**src/rtl/delay_line_ctrl.sv**
```systemverilog
// Single-SRAM audio delay line controller: writes each dry sample to a ring on port 0 and reads it back on port 1.
// Optional build macro DELAY_MIX_EN: output becomes sat(dry + wet/2) instead of the wet sample alone.
module delay_line_ctrl #(
  parameter int DATA_WIDTH = 16,
  parameter int ADDR_WIDTH = 14
) (
  input  logic                         clk,
  input  logic                         rst_n,
  input  logic                         in_valid,
  output logic                         in_ready,
  input  logic signed [DATA_WIDTH-1:0] in_sample,
  input  logic        [ADDR_WIDTH-1:0] delay_len,
  output logic                         out_valid,
  output logic signed [DATA_WIDTH-1:0] out_sample,
  output logic                         csb0,
  output logic                         web0,
  output logic        [ADDR_WIDTH-1:0] addr0,
  output logic        [DATA_WIDTH-1:0] din0,
  output logic                         csb1,
  output logic        [ADDR_WIDTH-1:0] addr1,
  input  logic        [DATA_WIDTH-1:0] dout1
);

  typedef enum logic [1:0] {S_IDLE, S_ISSUE, S_WAIT, S_OUT} state_t;

  localparam logic [ADDR_WIDTH-1:0] PTR_ONE  = ADDR_WIDTH'(1);
  localparam logic [ADDR_WIDTH-1:0] FILL_MAX = '1;

  state_t                         state;
  logic        [ADDR_WIDTH-1:0]   wr_ptr;
  logic        [ADDR_WIDTH-1:0]   fill_cnt;
  logic                           rd_en_p0;
  logic                           byp_p0;
  logic signed [DATA_WIDTH-1:0]   dry_p0;
  logic signed [DATA_WIDTH-1:0]   wet_p1;
  logic                           accept;
  logic                           rd_ok;

`ifdef DELAY_MIX_EN
  function automatic logic signed [DATA_WIDTH-1:0] mix_sat(
    input logic signed [DATA_WIDTH-1:0] dry,
    input logic signed [DATA_WIDTH-1:0] wet
  );
    logic signed [DATA_WIDTH:0] sum;
    sum = {dry[DATA_WIDTH-1], dry} + {{2{wet[DATA_WIDTH-1]}}, wet[DATA_WIDTH-1:1]};
    if (sum[DATA_WIDTH] != sum[DATA_WIDTH-1])
      mix_sat = {sum[DATA_WIDTH], {(DATA_WIDTH-1){~sum[DATA_WIDTH]}}};
    else
      mix_sat = sum[DATA_WIDTH-1:0];
  endfunction
`endif

  assign accept = (state == S_IDLE) && in_valid && in_ready;
  // A read is only issued for history that has actually been written since reset.
  assign rd_ok  = (delay_len != '0) && (delay_len <= fill_cnt);

  // Stage p0: dry sample captured on accept
  always_ff @(posedge clk) begin
    if (accept) dry_p0 <= in_sample;
  end

  // Stage p1: wet value selected from SRAM read, bypass or unfilled zero
  always_comb begin
    wet_p1 = '0;
    if (rd_en_p0)    wet_p1 = $signed(dout1);
    else if (byp_p0) wet_p1 = dry_p0;
  end

  always_ff @(posedge clk or negedge rst_n) begin
    if (!rst_n) begin
      state      <= S_IDLE;
      in_ready   <= 1'b0;
      wr_ptr     <= '0;
      fill_cnt   <= '0;
      out_valid  <= 1'b0;
      out_sample <= '0;
      csb0       <= 1'b1;
      web0       <= 1'b1;
      csb1       <= 1'b1;
      addr0      <= '0;
      addr1      <= '0;
      din0       <= '0;
      rd_en_p0   <= 1'b0;
      byp_p0     <= 1'b0;
    end else begin
      case (state)
        S_IDLE: begin
          out_valid <= 1'b0;
          if (accept) begin
            state    <= S_ISSUE;
            in_ready <= 1'b0;
            csb0     <= 1'b0;
            web0     <= 1'b0;
            addr0    <= wr_ptr;
            din0     <= in_sample;
            addr1    <= wr_ptr - delay_len;
            csb1     <= ~rd_ok;
            rd_en_p0 <= rd_ok;
            byp_p0   <= (delay_len == '0);
          end else begin
            in_ready <= 1'b1;
          end
        end
        S_ISSUE: begin
          state  <= S_WAIT;
          csb0   <= 1'b1;
          web0   <= 1'b1;
          csb1   <= 1'b1;
          wr_ptr <= wr_ptr + PTR_ONE;
          if (fill_cnt != FILL_MAX) fill_cnt <= fill_cnt + PTR_ONE;
        end
        S_WAIT: begin
          state     <= S_OUT;
          out_valid <= 1'b1;
`ifdef DELAY_MIX_EN
          out_sample <= mix_sat(dry_p0, wet_p1);
`else
          out_sample <= wet_p1;
`endif
        end
        S_OUT: begin
          state     <= S_IDLE;
          out_valid <= 1'b0;
          in_ready  <= 1'b1;
        end
        default: begin
          state     <= S_IDLE;
          out_valid <= 1'b0;
          in_ready  <= 1'b0;
        end
      endcase
    end
  end

endmodule
```
**config.mk**
```make
export PLATFORM = sky130hd
export DESIGN_NAME = delay_line_ctrl
export DESIGN_NICKNAME = d
export VERILOG_FILES = /design/src/rtl/delay_line_ctrl.sv
export SDC_FILE = /design/constraint.sdc
export NUM_CORES = 1
export LEC_CHECK = 0
export CORE_UTILIZATION = 30
export DETAILED_ROUTE_END_ITERATION = 16
export SETUP_SLACK_MARGIN = 0.4
export SKIP_CTS_REPAIR_TIMING = 1
export SYNTH_ARGS = -nofsm -noshare
export SYNTH_HDL_FRONTEND = slang
export SYNTH_SLANG_ARGS = --single-unit
```
**constraint.sdc**
```tcl
create_clock -name clk -period 3.2 [get_ports clk]
set_clock_uncertainty 0.05 [all_clocks]
set_input_delay 0.64 -clock clk [delete_from_list [all_inputs] [get_ports clk]]
set_output_delay 0.64 -clock clk [all_outputs]
set_load 0.05 [all_outputs]
```
==> flow_metrics.env <==
export IMPL_status="finished, final reports clean"
export IMPL_grt_first_pass_wirelength_um=21100
export IMPL_worstPathArrival_ns=2.74
export IMPL_drc=0
export IMPL_numClockSinks=112
export IMPL_worstPathBufferInverterCount=1
export IMPL_cts_buffers=9
export IMPL_relSlewSlack_pct=25.5
export IMPL_synth_edff_count=16
export IMPL_vias=4360
export IMPL_coreArea_um2=18000
export IMPL_hold_viol_final=0
export IMPL_synth_seq_area_share_pct=52.2
export IMPL_dr_pass1_iters=4
export IMPL_die_h_um=138
export IMPL_ys_types=59
export IMPL_grt_max_degree=63
export IMPL_antenna_cells=0
export IMPL_synth_top_area_share_pct=42.6
export IMPL_fill_cells=1755
export IMPL_rsz0062_at_grt="false"
export IMPL_track_usage_pct=14.6
export IMPL_yosysWarnings=0
export IMPL_nets=752
export IMPL_synth_ff_type="dfrtp_1"
export IMPL_irDropWorstVdd_mv=0.668
export IMPL_overflow=0
export IMPL_clk_pin_slew_ns=0.08
export IMPL_synth_avg_cell_area_um2=9.94
export IMPL_drv_slew=0
export IMPL_clockRootBuffer="clkbuf_16"
export IMPL_dpl_cell_area_um2=6920
export IMPL_place_hpwl_um=10000
export IMPL_fmax_mhz=389
export IMPL_antenna_found_initial=0
export IMPL_via_per_inst=4.84
export IMPL_synthArstFlopShare_pct=85.7
export IMPL_path_class="input pin to flip-flop"
export IMPL_syn_to_final_growth_pct=30.8
export IMPL_wirelength_um=13500
export IMPL_clk_path_buf_depth=2
export IMPL_initial_core_util_pct=30.6
export IMPL_place_congestion=0.884
export IMPL_crit_path_max_fanout=4
export IMPL_drt_antenna_violating_nets=0
export IMPL_clock_latency_ns=0.36
export IMPL_dieArea_um2=19000
export IMPL_ys_ff_latch=112
export IMPL_post_drt_wl_per_cell_um=14.9
export IMPL_crit_family="adder cells"
export IMPL_p_clk_share_pct=16.9
export IMPL_synth_top_cell_by_area="dfrtp_1"
export IMPL_slowest_delay_ns=0.44
export IMPL_power_switching_mw=3.19
export IMPL_drt_iter0_drc=124
export IMPL_drive_gt1_share_pct=6.55
export IMPL_timing_hold_worst_class="input pin to async pin"
export IMPL_switching_share_pct=46.5
export IMPL_final_area_um2=7230
export IMPL_synth_cells=556
export IMPL_setup_viol=0
export IMPL_tightest_slew_ns=1.12
export IMPL_io_pins=114
export IMPL_powerDensity_nw_per_um2=950
export IMPL_slowest_stage="clkdlybuf4s50_1"
export IMPL_synthTopCellsByArea="dfrtp_1 (43%), edfxtp_1 (8.7%), nand2_1 (8.7%)"
export IMPL_synthesis_nets=641
export IMPL_drv_cap=0
export IMPL_power_frac_seq_pct=33.2
export IMPL_port_buffers=113
export IMPL_comb_power_share_pct=50.0
export IMPL_end_kind="flip-flop"
export IMPL_crit_required_ns=3.37
export IMPL_finalCritPeriodShare_pct=80.4
export IMPL_cts_tree="done"
export IMPL_intPower_mw=3.67
export IMPL_htreeDepth=3
export IMPL_die_x_um=138
export IMPL_min_period_ns=2.57
export IMPL_grt_pass1_vias=4219
export IMPL_cp_start_kind="input pin"
export IMPL_synth_area_um2=5520
export IMPL_fin_tns_setup_ns=0
export IMPL_crit_chain="clkdlybuf4s50_1 -> ha_1 -> fa_1 -> nor2b_1 -> o2111ai_2 -> a31oi_1 -> mux2i_1 -> o311ai_0"
export IMPL_core_rowCount=49
export IMPL_power_leakage_nw=3.17
## through the flow
stage	setup slack (ns)	hold slack, ns	total power, mW	instances	utilization, %
3_3_place_gp	0.321	0.407	5.70	885	38.4
2_1_floorplan	0.933	0.294	4.59	556	-
5_1_grt	0.501	0.405	7.28	901	40.1
6_report	0.626	0.303	6.86	901	40.1
4_1_cts	0.649	0.356	6.94	901	40.1
3_5_place_dp	0.257	0.411	5.76	885	38.4
## area by class of cell
class,instances,area (µm²),share of cell area [%]
Timing Repair Buffer,121,1200,16.6
Tap cell,229,287,3.96
Clock inverter,7,81.3,1.13
Multi-Input combinational cell,388,2420,33.4
Sequential cell,112,2890,39.9
Clock buffer,9,225,3.12
Inverter,35,131,1.82
## sequential cells by signal, summed over array words and instances, names as in the netlist
name,count
din0,16
dry_p0,16
out_sample,16
addr0,14
addr1,14
fill_cnt,14
wr_ptr,14
state,2
byp_p0,1
csb1,1
in_ready,1
out_valid,1
rd_en_p0,1
web0,1
## cells by family after synthesis
logic type | Yosys count | synth area share [%]
xor+xnor | 31 | 4.92
simple gates | 222 | 18.2
mux | 3 | 0.589
buf+inv | 56 | 4.12
fa+ha+maj | 36 | 8.29
flops | 112 | 52.2
compound gates | 96 | 11.6
## worst reg2reg max path, stage by stage, from the launching register on
cell and delay [ns]:
dfrtp_1 0.41, inv_1 0.08, ha_1 0.21, fa_1 0.41, nor2b_1 0.19, o2111ai_2 0.19, a31oi_1 0.27, mux2i_1 0.20
o311ai_0 0.14
## power groups by stage
stage	Clock (mW)	Combinational [mW]	Sequential (mW)
floorplan	0	1.20	3.39
global placement	0	3.41	2.29
detailed placement	0	3.45	2.31
CTS	1.20	3.46	2.28
global route	1.24	3.70	2.34
finish	1.16	3.43	2.28
## cell usage in the layout, fill, tap and decap left out, drive strengths merged, types with 2 or more instances in the layout
| master | Yosys | layout |
|---|---|---|
| a31oi | 3 | 3 |
| o21a | 3 | 3 |
| a211oi | 2 | 2 |
| clkinv | 1 | 4 |
| buf | 9 | 9 |
| a21oi | 31 | 31 |
| nand2 | 128 | 128 |
| nand2b | 5 | 5 |
| inv | 34 | 38 |
| xor2 | 5 | 5 |
| xnor2 | 26 | 26 |
| o211ai | 3 | 3 |
| and3 | 7 | 7 |
| ha | 35 | 35 |
| o21ai | 18 | 18 |
| nor2b | 4 | 4 |
| nand3 | 17 | 17 |
| edfxtp | 16 | 16 |
| nand4 | 13 | 13 |
| a21o | 4 | 4 |
| nor3 | 8 | 8 |
| dfstp | 2 | 2 |
| mux2 | 2 | 2 |
| o31ai | 4 | 4 |
| dfrtp | 94 | 94 |
| clkdlybuf4s50 | 0 | 112 |
| nor4 | 6 | 6 |
| nor2 | 28 | 28 |
| a22oi | 16 | 16 |
| o2111ai | 3 | 3 |
| clkbuf | 12 | 9 |
## per-layer routing
metal	vias up	share of wire [%]	global-route usage, %
li1	2141	-	-
met1	2089	46	19.0
met2	109	47	23.6
met3	21	4.9	2.87
met4	0	2.2	6.58
met5	-	0	0
## cells in the mapped netlist, types with 3 or more instances
| master | instances |
|---|---|
| a21oi_1 | 30 |
| a22oi_1 | 16 |
| and3_1 | 7 |
| buf_1 | 4 |
| clkbuf_1 | 12 |
| dfrtp_1 | 94 |
| edfxtp_1 | 16 |
| ha_1 | 35 |
| inv_1 | 34 |
| nand2_1 | 128 |
| nand2b_1 | 5 |
| nand3_1 | 17 |
| nand4_1 | 12 |
| nor2_1 | 28 |
| nor2b_1 | 4 |
| nor3_1 | 5 |
| nor3_2 | 3 |
| nor4_1 | 4 |
| o211ai_1 | 3 |
| o21a_1 | 3 |
| o21ai_0 | 18 |
| o31ai_1 | 3 |
| xnor2_1 | 26 |
| xor2_1 | 5 |
## path summary, 6_finish.rpt
check,startpoint,endpoint,slack [ns],cells after the start
setup / recovery,delay_len[0],addr1[8],0.63,8
hold / removal,rst_n,out_valid,0.30,1
setup reg to reg,wr_ptr[0],addr1[8],0.89,8
hold reg to reg,addr0[11],addr0[11],0.43,2
max in group asynchronous,rst_n,din0[11],2.12,2
min in group clk,addr0[11],addr0[11],0.43,2
Note: power is estimated with default switching activity, not from simulation.
